### src/rtl/uart_pkg.sv
`default_nettype none
// ----------------------------------------------------------------------------
// Package : uart_pkg
// Brief   : Shared state encoding and sizing constants for the UART frame path.
// Revision: 1.0
// ----------------------------------------------------------------------------
package uart_pkg;

    typedef enum logic [2:0] {
        IDLE = 3'd0,
        CMD  = 3'd1,
        ADDR = 3'd2,
        CHK  = 3'd3,
        HOLD = 3'd4
    } state_t;

    localparam logic [7:0] c_sync_byte   = 8'hAA;
    localparam int unsigned c_tmo_width  = 20;
    localparam int unsigned c_frame_len  = 4;

endpackage : uart_pkg
`default_nettype wire

### src/rtl/uart_timeout_counter.sv
`default_nettype none
// ----------------------------------------------------------------------------
// Module  : uart_timeout_counter
// Brief   : Idle-cycle counter; expired flags the cycle it sits on limit-1.
// Revision: 1.0
// ----------------------------------------------------------------------------
module uart_timeout_counter
    import uart_pkg::*;
#(
    parameter int unsigned WIDTH = c_tmo_width
) (
    input  logic             clock,
    input  logic             reset,
    input  logic             clear,
    input  logic             enable,
    input  logic [WIDTH-1:0] limit,
    output logic             expired
);

    logic [WIDTH-1:0] r_count;

    always_ff @(posedge clock) begin
        if (reset || clear) begin
            r_count <= '0;
        end else if (enable) begin
            r_count <= r_count + WIDTH'(1);
        end
    end

    // Only meaningful while counting; a cleared/idle counter never expires.
    assign expired = enable && (r_count == (limit - WIDTH'(1)));

endmodule : uart_timeout_counter
`default_nettype wire

### src/rtl/uart_frame_decoder.sv
`default_nettype none
// ----------------------------------------------------------------------------
// Module  : uart_frame_decoder
// Brief   : Assembles sync/cmd/addr/chk frames from UART bytes, valid/ready out.
// Revision: 1.0
// ----------------------------------------------------------------------------
module uart_frame_decoder
    import uart_pkg::*;
#(
    parameter logic [7:0]  SYNC_BYTE      = c_sync_byte,
    parameter int unsigned TIMEOUT_CYCLES = 100000
) (
    input  logic       clock,
    input  logic       reset,
    input  logic [7:0] rx_data,
    input  logic       rx_done,
    input  logic       cmd_ready,
    output logic [7:0] frame_cmd,
    output logic [7:0] frame_addr,
    output logic       frame_valid,
    output logic       err_checksum,
    output logic       err_timeout,
    output logic       err_overrun,
    output logic       busy
);

    localparam logic [c_tmo_width-1:0] c_limit = TIMEOUT_CYCLES[c_tmo_width-1:0];

    state_t     r_state;
    logic [7:0] r_cmd;
    logic [7:0] r_addr;
    logic       w_in_frame;
    logic       w_expired;
    logic       w_tmo_clear;
    logic       w_tmo_enable;

    assign w_in_frame   = (r_state == CMD) || (r_state == ADDR) || (r_state == CHK);
    assign w_tmo_enable = w_in_frame && !rx_done;
    // Clearing on expiry keeps the counter at zero once we fall back to IDLE.
    assign w_tmo_clear  = !w_in_frame || rx_done || w_expired;

    uart_timeout_counter #(
        .WIDTH (c_tmo_width)
    ) u_timeout (
        .clock   (clock),
        .reset   (reset),
        .clear   (w_tmo_clear),
        .enable  (w_tmo_enable),
        .limit   (c_limit),
        .expired (w_expired)
    );

    always_ff @(posedge clock) begin
        if (reset) begin
            r_state      <= IDLE;
            r_cmd        <= 8'h00;
            r_addr       <= 8'h00;
            frame_cmd    <= 8'h00;
            frame_addr   <= 8'h00;
            frame_valid  <= 1'b0;
            err_checksum <= 1'b0;
            err_timeout  <= 1'b0;
            err_overrun  <= 1'b0;
            busy         <= 1'b0;
        end else begin
            err_checksum <= 1'b0;
            err_timeout  <= 1'b0;
            err_overrun  <= 1'b0;
            case (r_state)
                IDLE: begin
                    if (rx_done && (rx_data == SYNC_BYTE)) begin
                        r_state <= CMD;
                        busy    <= 1'b1;
                    end
                end
                CMD: begin
                    if (rx_done) begin
                        r_cmd   <= rx_data;
                        r_state <= ADDR;
                    end else if (w_expired) begin
                        err_timeout <= 1'b1;
                        r_state     <= IDLE;
                        busy        <= 1'b0;
                    end
                end
                ADDR: begin
                    if (rx_done) begin
                        r_addr  <= rx_data;
                        r_state <= CHK;
                    end else if (w_expired) begin
                        err_timeout <= 1'b1;
                        r_state     <= IDLE;
                        busy        <= 1'b0;
                    end
                end
                CHK: begin
                    if (rx_done) begin
                        if (rx_data == (r_cmd ^ r_addr)) begin
                            frame_cmd   <= r_cmd;
                            frame_addr  <= r_addr;
                            frame_valid <= 1'b1;
                            r_state     <= HOLD;
                        end else begin
                            err_checksum <= 1'b1;
                            r_state      <= IDLE;
                            busy         <= 1'b0;
                        end
                    end else if (w_expired) begin
                        err_timeout <= 1'b1;
                        r_state     <= IDLE;
                        busy        <= 1'b0;
                    end
                end
                HOLD: begin
                    if (cmd_ready) begin
                        // Hand-off frees the decoder, so a coincident byte is judged as in IDLE.
                        frame_valid <= 1'b0;
                        if (rx_done && (rx_data == SYNC_BYTE)) begin
                            r_state <= CMD;
                        end else begin
                            r_state <= IDLE;
                            busy    <= 1'b0;
                        end
                    end else if (rx_done) begin
                        err_overrun <= 1'b1;
                    end
                end
                default: begin
                    r_state     <= IDLE;
                    frame_valid <= 1'b0;
                    busy        <= 1'b0;
                end
            endcase
        end
    end

endmodule : uart_frame_decoder
`default_nettype wire

### config.mk
export PLATFORM = sky130hd
export DESIGN_NAME = uart_frame_decoder
export DESIGN_NICKNAME = d
export VERILOG_FILES = /design/src/rtl/uart_pkg.sv /design/src/rtl/uart_timeout_counter.sv /design/src/rtl/uart_frame_decoder.sv
export SDC_FILE = /design/constraint.sdc
export NUM_CORES = 1
export LEC_CHECK = 0
export CAP_MARGIN = 0
export CORE_MARGIN = 4
export CORE_UTILIZATION = 45
export DETAILED_ROUTE_END_ITERATION = 8
export PLACE_DENSITY = 0.65
export SYNTH_ARGS = -nofsm -noshare
export SYNTH_HDL_FRONTEND = slang
export SYNTH_HIERARCHICAL = 1
export SYNTH_SLANG_ARGS = --single-unit
### constraint.sdc
create_clock -name clock -period 8.61 [get_ports clock]
set_input_delay 0.861 -clock clock [delete_from_list [all_inputs] [get_ports clock]]
set_output_delay 0.861 -clock clock [all_outputs]
set_load 0.005 [all_outputs]
; ---- Word-level counts from Yosys, hierarchy flattened
; Cells that the tools add are included.
[classes]
bitwise = 6
muxes = 24
add_sub_neg = 1
n_reduce_logical = 23
n_eq_ne = 14
[ops]
columns = cell, n
row1 = 3-bit 2-to-1 mux, 7
row2 = 20-bit by 1-bit adder with 20-bit output (second input constant), 1
row3 = 20-bit by 17-bit == test with 1-bit output (second input constant), 1
row4 = 3-bit case mux with 5 select lines, 1
row5 = 3-bit OR reduction, 5
row6 = 1-bit 2-to-1 mux, 14
row7 = 2-bit inequality test (second input constant), 5
row8 = 8-bit == test, 1
row9 = 8-bit == test (second input constant), 1
row10 = 8-bit XOR, 1
row11 = 3-bit by 2-bit == test with 1-bit output (second input constant), 2
row12 = 2-bit AND reduction, 3
row13 = 1-bit logical OR, 5
row14 = 1-bit NOT, 5
row15 = 5-bit AND reduction, 1
row16 = 1-bit case mux with 4 select lines, 1
row17 = 4-bit AND reduction, 1
row18 = 3-bit by 1-bit == test with 1-bit output (second input constant), 1
row19 = 3-bit == test (second input constant), 1
row20 = 1-bit logical AND, 3
row21 = 3-bit logical NOT, 1
row22 = 3-bit inequality test (second input constant), 1
row23 = 1-bit case mux with 3 select lines, 1
row24 = 3-bit AND reduction, 1
row25 = other kinds (3), 4
[totals]
regBits = 60
in_bits = 12
wordCells = 79
out_inout_bits = 21

; ---- Logic depth before layout (Yosys ltp)
; Gate-level depths: netlist (run 1).
[logic_depth]
ltp_word = 8
mapped_depth = 14
mapped_depth_nobuf = 12

; ---- Modules after synthesis
; The synthesis (run 1) kept the hierarchy.
[modules_own_cells]
columns = mod, instances, area_per_inst_um2, cells_each, seq_area_each_um2
row1 = uart_frame_decoder, 1, 1783.0, 168, 800.8
row2 = uart_timeout_counter, 1, 1539.0, 198, 400.4

; ---- Least setup slack after synthesis (run 1)
; OpenSTA, ideal clock, no wires.
[synth_timing]
path_type = input to register
start = input port rx_done
end = register u_timeout.r_count[19]
path_slack_ns = 5.501
stages = 10
path_buffers = 1
setup_time_ns = 0.128
t_required_ns = 8.482
arrival_ns = 2.981
cell_sequence = nor3_1 -> o2111ai_1 -> nor4_1 -> o2111ai_1 -> a2111oi_2 -> inv_1 -> nand2_1 -> or2_2 -> clkbuf_1 -> nor2_1
[synth_between]
elab_chain_cells = 5
elab_cells_between_ends = 6
cone_classes = reduce/logical (6)
[synth_lines]
columns = item, line_no
row1 = from (decl), uart_frame_decoder.sv:16  ; input logic rx_done,
row2 = 1-bit logical NOT, uart_frame_decoder.sv:38  ; assign w_tmo_enable = w_in_frame && !rx_done;
row3 = 1-bit logical AND, uart_frame_decoder.sv:38
row4 = 1-bit logical AND, uart_timeout_counter.sv:31  ; assign expired = enable && (r_count == (limit - WIDTH'(1)));
row5 = net w_expired, uart_frame_decoder.sv:33  ; logic w_expired;
row6 = 1-bit logical OR, uart_frame_decoder.sv:40  ; assign w_tmo_clear = !w_in_frame || rx_done || w_expired;
row7 = net w_tmo_clear, uart_frame_decoder.sv:34  ; logic w_tmo_clear;
row8 = 1-bit logical OR, uart_timeout_counter.sv:23  ; if (reset || clear) begin
row9 = to (signal assigned), uart_timeout_counter.sv:26  ; r_count <= r_count + WIDTH'(1);
row10 = to (decl), uart_timeout_counter.sv:20  ; logic [WIDTH-1:0] r_count;
; The timed path passes the listed nets, and every way through them passes these cells.
; A chain may end at the register's enable or synchronous reset.

; ---- Final worst setup path (run 1)
[layout_timing]
start = input port rx_done
end = register u_timeout.r_count[8]
[layout_between]
elab_chain_cells = 5
elab_cells_between_ends = 6
cone_classes = reduce/logical (6)
[layout_lines]
columns = item, line_no
row1 = 1-bit logical NOT, uart_frame_decoder.sv:38
row2 = 1-bit logical AND, uart_frame_decoder.sv:38
row3 = net w_tmo_enable, uart_frame_decoder.sv:35  ; logic w_tmo_enable;
row4 = 1-bit logical AND, uart_timeout_counter.sv:31
row5 = net w_expired, uart_frame_decoder.sv:33
row6 = 1-bit logical OR, uart_frame_decoder.sv:40
row7 = net w_tmo_clear, uart_frame_decoder.sv:34
row8 = 1-bit logical OR, uart_timeout_counter.sv:23
; The timed path passes the listed nets, and every way through them passes these cells.

==> results of run 1 <==
-- where the power goes --
group	switching (W)	internal (W)	total, W
Clock	0.0000997	0.000156	0.000256
Sequential	0.000000304	0.000278	0.000278
Combinational	0.0000206	0.0000153	0.0000360
-- routing by layer --
layer	wire, µm	up-vias	track usage [%]
li1	-	1428	-
met1	3130	1203	21.5
met2	3280	39	28.1
met3	198	10	3.93
met4	94	0	6.02
met5	0	-	0
-- cell type report --
cell class                 instances  area share, %
tap                               99           2.94
timing repair buffer              36           8.33
clock buffer                      14           4.10
multi-input combinational        356           54.6
clock inverter                     1          0.714
inverter                           9          0.803
sequential                        60           28.5
-- final timing paths --
check                           cells past startpoint                    to     startpoint  slack [ps]
worst max-delay path                               10  u_timeout/r_count[8]        rx_done        4890
worst min-delay path                                2         frame_addr[6]  frame_addr[6]         490
worst max register to register                     10  u_timeout/r_count[8]     r_state[1]        5330
worst min register to register                      2         frame_addr[6]  frame_addr[6]         490
-- registers in the layout, indices dropped and copies added (netlist names) --
| signal | cells |
|---|---|
| frame_cmd | 8 |
| err_overrun | 1 |
| frame_valid | 1 |
| frame_addr | 8 |
| err_checksum | 1 |
| r_addr | 8 |
| err_timeout | 1 |
| r_state | 3 |
| u_timeout/r_count | 20 |
| r_cmd | 8 |
| busy | 1 |
-- layout by cell type, fill, tap and decap left out, types with 3 or more instances in the layout --
master,instances
nor4_1,11
a211oi_1,3
nand3b_1,3
nand3_1,8
mux2i_1,33
dfxtp_1,60
o21ai_0,6
nand2_1,17
inv_1,8
nor2_1,60
and3_1,6
a21oi_1,10
or3_1,7
or4b_1,3
buf_4,4
clkbuf_8,12
clkdlybuf4s50_1,32
or4_1,5
nor3_1,12
xnor3_1,8
conb_1,77
xor2_1,21
nand4_1,7
nor3b_1,3
xnor2_1,22
-- worst max-delay path, stage by stage --
cell and delay [ps]:
clkdlybuf4s50_1 530, nor3_1 720, o2111ai_1 220, nor4_1 300
o2111ai_1 160, a2111oi_2 450, inv_1 140, nand2_1 80
or2_2 350, nor2_1 100
-- metrics by stage --
stage | setup WS, ps | hold WS, ps | power, W | area, µm² | util (%)
floorplan | 5500 | 483 | 0.000308 | 3600 | -
global placement | 4610 | 478 | 0.000319 | 4010 | 55.5
detailed placement | 4530 | 484 | 0.000319 | 4010 | 55.5
CTS | 4880 | 499 | 0.000577 | 4210 | 58.3
global route | 4640 | 537 | 0.000596 | 4210 | 58.3
finish | 4890 | 490 | 0.000570 | 4210 | 58.3
-- kinds of logic (layout without fill, tap and decap cells) --
kind of cell / after synthesis / after routing / share of synthesized area (%)
compound gates: 33 / 33 / 6.70
xor+xnor: 51 / 51 / 16.8
fa+ha+maj: 2 / 2 / 0.753
buf+inv: 25 / 60 / 3.58
flops: 60 / 60 / 36.2
mux: 36 / 36 / 11.1
other cells: 2 / 77 / 0.226
simple gates: 157 / 157 / 24.7
==> impl_results.md, run 1 <==
* DP Cell Count at 560
* RSZ-0062 raised after global routing: no
* Total gr overflow at 0
* CTS tree: yes
* Initial antenna violation count at 0
* Max-cap violations at 0
* Via count at 2680
* Core Box Area at approximately 7200 µm²
* PostCTS Resize Cnt at 0
* Clock period minus worst slack at 3720 ps
* Fin Setup TNS at 0 ps
* Synthesized cell area at 3320 µm²
* CTS Buffer Depth at 2
* Layout Area Growth over Synthesis at 26.7%
* Num CTS Buffers at 9
* Maximum VDD drop at a little over 100 µV
* Final setup vio count at 0
* Max Clock Skew at approximately 4.8 ps
* Fmax at ~270 MHz
* # H-tree levels at 3
* Yosys top cell area share at ~36%
* Worst-path clk slew at 60 ps
* Post-CTS Hold Buffers at 0
* Post-route non-filler standard cell count at approximately 580
* EDFF count, synth at 0
* Multi-input gate area at 2300 µm²
* Drt first pass iters at 4
* Critical path launch point type: primary input
* Drt drc at 0
* Avg Synthesized Cell Area at slightly above 9 µm²
* Ys async rst share at 0%
* HP Class: reg -> reg
* Top cells by area, synth: dfxtp_1, mux2i_1, nor2_1
* Critical path arrival at 3920 ps
* DRT iter0 DRCs at 92
* Final hold violation count at 0
* Detail Placement HPWL at 5090 µm
* Clk Latency, worst-skew pair at 320 ps
* FF/Latch Area at 1200 µm²
* Setup Fix Bufs, Post-CTS at 0
* Fin nets at 486
* Chip height at 93.9 µm
* Ant diodes at 0
* Number of global-route vias before repair at 2603
* P_leak at approximately 1.5 nW
* Placer Congestion at 0.803
* Pwr/cell area at 135 nW/µm²
* Root Buffer: clkbuf_8
* Port bufs at 32
* Synth Flop Type: dfxtp_1
* Routed Antenna Nets at 0
* First-pass GRT wire length at 12000 µm
* Synth unique cells at between 50 and 60
* Fillers at 687
* Total GRT Usage at 17.0%
* Drt wl/cell at ~12 µm
* Critical path class: in -> reg
* YS warnings at 6
* Initial Util at 46.0%
* Via-per-instance ratio at around 4.7
* Share of cells above drive strength 1 at 6.09%
* FF+latch count, synth at 60
* Worst Path Required at between 8000 and 9000 ps
* Most frequent cells after synthesis: dfxtp_1, nor2_1, mux2i_1
* Synth Instances at approximately 370
* Part of the Yosys area used for sequential elements at 36.2%
* Largest net degree at the start of global routing at 43
* Die X at between 90 and 100 µm
* Cell taking the most area after synthesis: dfxtp_1
* Max-slew violation count at 0
* Total Die Area at between 8000 and 9000 µm²
* Period utilization at 43.2%
* Routed wire length at approximately 6700 µm
* FP Rows at 31
* Least-Margin Pin Slew at 925 ps
* Status: finished, final reports clean
* Critical-path maximum fanout at 20
* CP Capture Type: flop
* # IOs at 33
* Clock sink count at 60
* Max_slew headroom at 37.8%
No activity file was read; power rests on OpenSTA's default activity.
==> run 2: changes to the inputs <==
==> constraint.sdc (replaced) <==
create_clock -name clock -period 3.5 [get_ports clock]
set_input_delay 0.35 -clock clock [delete_from_list [all_inputs] [get_ports clock]]
set_output_delay 0.35 -clock clock [all_outputs]
set_load 0.005 [all_outputs]
==> run 2 against run 1 <==
Sequential cell count is the same. Via count grew 3.4%. Critical path depth is the same. Sequential power grew 150%. Clock power grew to 2.5 times the previous value. Sequential share of layout area shrank 0.15 points. Total power grew 150%. Hold slack gained 6.9 ps. Design area grew 0.54%. Critical endpoint is now u_timeout/r_count[17]. Largest cell class unchanged.
==> impl_results.md, run 2 (same netlist as run 1, synthesis figures left out) <==
* Via count at 2772 (was 2680)
* Core Box Area at 7210 µm² (unchanged)
* Fin Setup TNS at 0 ps (unchanged)
* Largest net degree at the start of global routing at 23 (was 43)
* Pwr/cell area at 334 nW/µm² (was 135 nW/µm²)
* Final setup vio count at 0 (unchanged)
* Clock period minus worst slack at 2760 ps
* RSZ-0062 raised after global routing: no (unchanged)
* Total gr overflow at 0 (unchanged)
* Total GRT Usage at 17.7% (was 17.0%)
* Worst path bufs/invs at 1 (was 2)
* Seq pwr share at 48.4% (was 48.8%)
* Total Die Area at 8820 µm² (unchanged)
* Fillers at 659 (was 687)
* CP Capture Type: flop (unchanged)
* First-pass GRT wire length at 12400 µm (was 12000 µm)
* P_int at 0.00109 W (was 0.000449 W)
* HP Class: reg -> reg (unchanged)
* Switching share of power at 23.1% (was 21.2%)
* Gr busiest metal: met2 (unchanged)
* Root Buffer: clkbuf_8 (unchanged)
* Routed wire length at 6980 µm (was 6710 µm)
* Critical path class: reg -> reg (was in -> reg)
* M3 GR Usage at 4.09% (was 3.93%)
* CP max stage delay at 510 ps (was 720 ps)
* Period utilization at 78.8%
* Final hold violation count at 0 (unchanged)
* Clk pwr share at 45.3% (was 44.9%)
* Critical path startpoint: r_state[0] (was rx_done)
* Drt drc at 0 (unchanged)
* Share of cells above drive strength 1 at 7.08% (was 6.09%)
* Ant diodes at 0 (unchanged)
* Post-route non-filler standard cell count at 579 (was 575)
* Worst hold path startpoint: frame_cmd[7] (was frame_addr[6])
* P_leak at 1.55 nW (was 1.54 nW)
* # IOs at 33 (unchanged)
* Routed Antenna Nets at 0 (unchanged)
* Max-cap violations at 0 (unchanged)
* Fmax at 363 MHz
* Multi-input gate area at 2300 µm² (unchanged)
* CTS Buffer Depth at 2 (unchanged)
* Initial antenna violation count at 0 (unchanged)
* Final core utilization at 58.6% (was 58.3%)
* PostCTS Resize Cnt at 0 (unchanged)
* Met1 Usage GRT at 22.0% (was 21.5%)
* Most frequent cells in the layout: conb_1, nor2_1, dfxtp_1 (unchanged)
* FF/Latch Area at 1200 µm² (unchanged)
* Least-Margin Pin Slew at 752 ps (was 925 ps)
* Status: finished, final reports clean (unchanged)
* Met2 Use GR at 29.5% (was 28.1%)
* Reg-to-reg slack, setup at 740 ps (was 5330 ps)
* Critical path arrival at 2960 ps (was 3920 ps)
* Max_slew headroom at 49.7% (was 37.8%)
* Fin nets at 489 (was 486)
* Detail Placement HPWL at 5230 µm (was 5090 µm)
* Drt wl/cell at 12.0 µm (was 11.7 µm)
* Logic pwr share at 6.3% (about the same)
* Drt first pass iters at 4 (unchanged)
* Port bufs at 32 (unchanged)
* Delay-heaviest family, CP: simple AND/OR/NAND/NOR gates (unchanged)
* Placer Congestion at 0.736 (was 0.803)
* # H-tree levels at 3 (unchanged)
* Total power at 0.00141 W (was 0.000570 W)
* Setup Fix Bufs, Post-CTS at 0 (unchanged)
* Max-slew violation count at 0 (unchanged)
* Clock sink count at 60 (unchanged)
* Num CTS Buffers at 9 (unchanged)
* Critical-path maximum fanout at 20 (unchanged)
* Post-CTS Hold Buffers at 0 (unchanged)
* Layout Area Growth over Synthesis at 27.3% (was 26.7%)
* Net switching power at 0.000326 W (was 0.000121 W)
* Max FFs per register at 20 (unchanged)
* Highest-delay cell along the critical path: dfxtp_1 (was nor3_1)
* Clk Latency, worst-skew pair at 330 ps (was 320 ps)
* Die X at 93.9 µm (unchanged)
* Worst-path clk slew at 70 ps (was 60 ps)
* Launching point of the worst reg2reg path: r_state[0] (was r_state[1])
* FP Rows at 31 (unchanged)
* Critical path launch point type: flop (was primary input)
* Number of global-route vias before repair at 2741 (was 2603)
* Maximum VDD drop at 232 µV (was 102 µV)
* Critical-path cell list: nor2_1, nor3_1, o2111ai_1, nor4_1, o2111ai_1, a2111oi_2, inv_1, nand2_1, or2_2, nor2_1 (was clkdlybuf4s50_1, nor3_1, o2111ai_1, nor4_1, o2111ai_1, a2111oi_2, inv_1, nand2_1, or2_2, nor2_1)
* Via-per-instance ratio at 4.79 (was 4.66)
* Max Clock Skew at 7.80 ps (was 4.77 ps)
* DP Cell Count at 563 (was 560)
* CTS tree: yes (unchanged)
* Chip height at 93.9 µm (unchanged)
* Worst Path Required at 3700 ps (was 8810 ps)
* DRT iter0 DRCs at 79 (was 92)
* Most common cell after layout, fill and taps aside: conb_1 (unchanged)
* Largest reg by FF count: u_timeout/r_count (unchanged)
* Initial Util at 46.0% (unchanged)
[run 2: tightest hold or removal path, cell delays in order, from the launching register on]
cell	delay, ps
dfxtp_1	330
mux2i_1	60
nor2_1	70
[run 2: final cells by class]
type | instances | share of cell area (%)
multi-input cells | 356 | 54.3
flip-flops and latches | 60 | 28.4
repair buffers | 39 | 8.81
clock buffers | 12 | 3.67
well taps | 99 | 2.93
clock inverters | 4 | 1.12
inverters | 9 | 0.799
[run 2: path summary, 6_finish.rpt]
path / to / cells after the start
worst max register to register: u_timeout/r_count[17] / 10
worst max-delay path: u_timeout/r_count[17] / 10
worst min register to register: frame_cmd[7] / 2
worst min-delay path: frame_cmd[7] / 2
[run 2: power by group through the flow]
stage	Combinational, W	Clock (W)	Sequential, W
floorplan	0.0000598	0	0.000699
detailed placement	0.0000852	0	0.000699
global route	0.000103	0.000689	0.000683
finish	0.0000895	0.000640	0.000684
CTS	0.0000854	0.000652	0.000684
global placement	0.0000850	0	0.000699
[run 2: layer usage]
metal	share of wire (%)	vias to the layer above
met5	0	-
met4	1.6	0
met3	3.1	9
met2	48	40
met1	47	1291
li1	-	1432
[run 2: metrics by stage]
stage               cell area [µm²]  hold slack, ps  setup slack, ps
finish                         4230             497              743
global route                   4230             539              461
CTS                            4230             503              747
detailed placement             4030             482              488
global placement               4030             476              591
floorplan                      3600             483              750
==> RTL change: new RTL, config.mk and constraints of run 1 <==
The package constant `c_tmo_width` goes from 20 to 10.
--- a/src/rtl/uart_pkg.sv
+++ b/src/rtl/uart_pkg.sv
@@ -17,3 +17,3 @@
     localparam logic [7:0] c_sync_byte   = 8'hAA;
-    localparam int unsigned c_tmo_width  = 20;
+    localparam int unsigned c_tmo_width  = 10;
     localparam int unsigned c_frame_len  = 4;
Formal check against the unedited RTL: no difference found for any inputs over 10 cycles, from zero or initial values and one cycle with reset high; that may be too few to reach the edited logic, so the function may still have changed.
==> RTL change against run 1 <==
  * Total power fell by 20%
  * Area after synthesis fell by 24%
  * Clock power fell by 23%
  * Routed wire length shrank 27%
  * Critical endpoint is now busy$_SDFFE_PP0P_
  * Sequential cell count shrank 10
  * Cell area fell by 24%
  * Setup slack better by 0.34 ns
  * Combinational power decreased by 25%
==> RTL change: results (changes against run 1) <==
status=completed (unchanged); initial antenna violation count=0 (unchanged); relative slew slack=34.7% (was 37.8%); final setup skew=0.00642 ns (was 0.00477 ns); Largest register FFs=10 (was 20); Setup TNS=0 ns (unchanged); top cells by count, synth=dfxtp_1 (50), nor2_1 (45), mux2i_1 (33) (was dfxtp_1 (60), nor2_1 (60), mux2i_1 (33)); critical path's top delay family=simple AND/OR/NAND/NOR gates (unchanged); highest-delay cell along the critical path=nor3_1 (unchanged); gr usage total=14.7% (was 17.0%); sequential-to-total area share from yosys stat=39.5% (was 36.2%); clk_lat worst skew=0.30 ns (was 0.32 ns); top post-synthesis cells by area=dfxtp_1 (39%), mux2i_1 (13%), xnor3_1 (7.1%), nor2_1 (6.7%), xnor2_1 (3.8%) (was dfxtp_1 (36%), mux2i_1 (9.9%), nor2_1 (6.8%), xnor2_1 (5.8%), xor2_1 (5.5%)); total CTS buffers=5 (was 9); Netlist cell types=50 (was 54); VDD IR max=88.7 uV (was 102 uV); gp weighted congestion=0.837 (was 0.803); Crit path arrival time=3.58 ns (was 3.92 ns); post-CTS setup buffer count=0 (unchanged); Leakage=1.12 nW (was 1.54 nW); clk root buf=clkbuf_8 (unchanged); post-synthesis async set-or-reset flop share=0% (unchanged); fin nets=346 (was 486); Crit path largest cell delay=0.83 ns (was 0.72 ns); XOR/XNOR Fraction of Synth Area=13.3% (was 16.8%); largest net degree at the start of global routing=43 (unchanged); Clock Path Buffers=2 (unchanged); Synth Area in Compound Gates=6.22% (was 6.70%); Post-Synth Adder-Cell Area=0.987% (was 0.753%); Via Count=1932 (was 2680); first-pass GRT wire length=8600 um (was 12000 um); multiplexer share of the synthesized area=14.5% (was 11.1%); H-tree depth=2 (was 3); vias in the first global route=1833 (was 2603); Hold Path Class=reg2reg (unchanged); CTS resizes=0 (unchanged); Worst Path Max Fanout=9 (was 20); wire length per cell=12.1 um (was 11.7 um); layout cells sized above 1=7.51% (was 6.09%); DRT Pass-1 Iters=4 (unchanged); # diodes=0 (unchanged); DP HPWL=3470 um (was 5090 um); Reg2Reg Setup Slack=5.67 ns (was 5.33 ns); CTS clk-pin slew, worst paths=0.09 ns (was 0.06 ns); final hold slack=0.501 ns (was 0.490 ns); Port Buffers=32 (unchanged); initial DRC count=91 (was 92)
## RTL change: cell count changes after synthesis, sizes merged, moves of 3 or more
cell and change:
a21oi -3, o21ai -5, xnor2 -11, nor2 -15, nand4 -4, nand2 -7, xor2 -14, nand3 -5
and3 -5, nor3 -3, or3 -3, dfxtp -10, or4 -4, or4b -3
## RTL change: cells by family after synthesis
| family | count (synthesis) |
|---|---|
| fa+ha+maj | 2 |
| compound gates | 23 |
| xor+xnor | 26 |
| other cells | 2 |
| buf+inv | 21 |
| flops | 50 |
| simple gates | 104 |
| mux | 36 |
## RTL change: per-stage QoR
stage	cells	utilization (%)	total power, mW	setup slack [ns]	instance area (sq um)
after CTS	405	58.4	0.459	5.23	3200
after detailed placement	397	55.9	0.263	4.93	3060
final	405	58.4	0.455	5.23	3200
after global routing	405	58.4	0.470	4.96	3200
after floorplan	303	-	0.253	5.93	2680
after global placement	397	55.9	0.263	5.02	3060
## RTL change: metal layers
| metal | GRT usage, % | vias up | part of all wire [%] |
|---|---|---|---|
| li1 | - | 1020 | - |
| met1 | 19.3 | 884 | 49 |
| met2 | 24.6 | 24 | 47 |
| met3 | 3.37 | 4 | 3.1 |
| met4 | 3.71 | 0 | 1.1 |
| met5 | 0 | - | 0 |
## RTL change: report_power, final
group          total (mW)  leakage [nW]  switching (mW)  internal [mW]
clock network       0.197        0.0683          0.0803          0.116
logic              0.0269         0.654          0.0149         0.0120
registers           0.232         0.402        0.000300          0.231
total               0.455          1.12          0.0955          0.360
## RTL change: final timing paths
| kind | from | endpoint | cells past startpoint |
|---|---|---|---|
| max reg2reg | r_state[0]$_SDFFE_PP0P_ | busy$_SDFFE_PP0P_ | 9 |
| max | rx_done | busy$_SDFFE_PP0P_ | 9 |
| min | frame_addr[2]$_SDFFE_PP0P_ | frame_addr[2]$_SDFFE_PP0P_ | 2 |
| min reg2reg | frame_addr[2]$_SDFFE_PP0P_ | frame_addr[2]$_SDFFE_PP0P_ | 2 |
## RTL change: final cells by class
cell class / instances / area [sq um]
well taps: 72 / 90.1
flip-flops and latches: 50 / 1000
multi-input cells: 232 / 1590
fillers: 511 / 2280
inverters: 7 / 26.3
clock buffers: 5 / 68.8
repair buffers: 36 / 350
clock inverters: 3 / 68.8
## RTL change: worst register-to-register path: cells and delay by family, from the launching register on
family,cells,cell delay [ns]
AO/OA/AOI/OAI,2,0.47
buffers and inverters,1,0.11
flip-flops,1,0.53
multiplexers,1,0.27
AND/OR/NAND/NOR,5,1.46
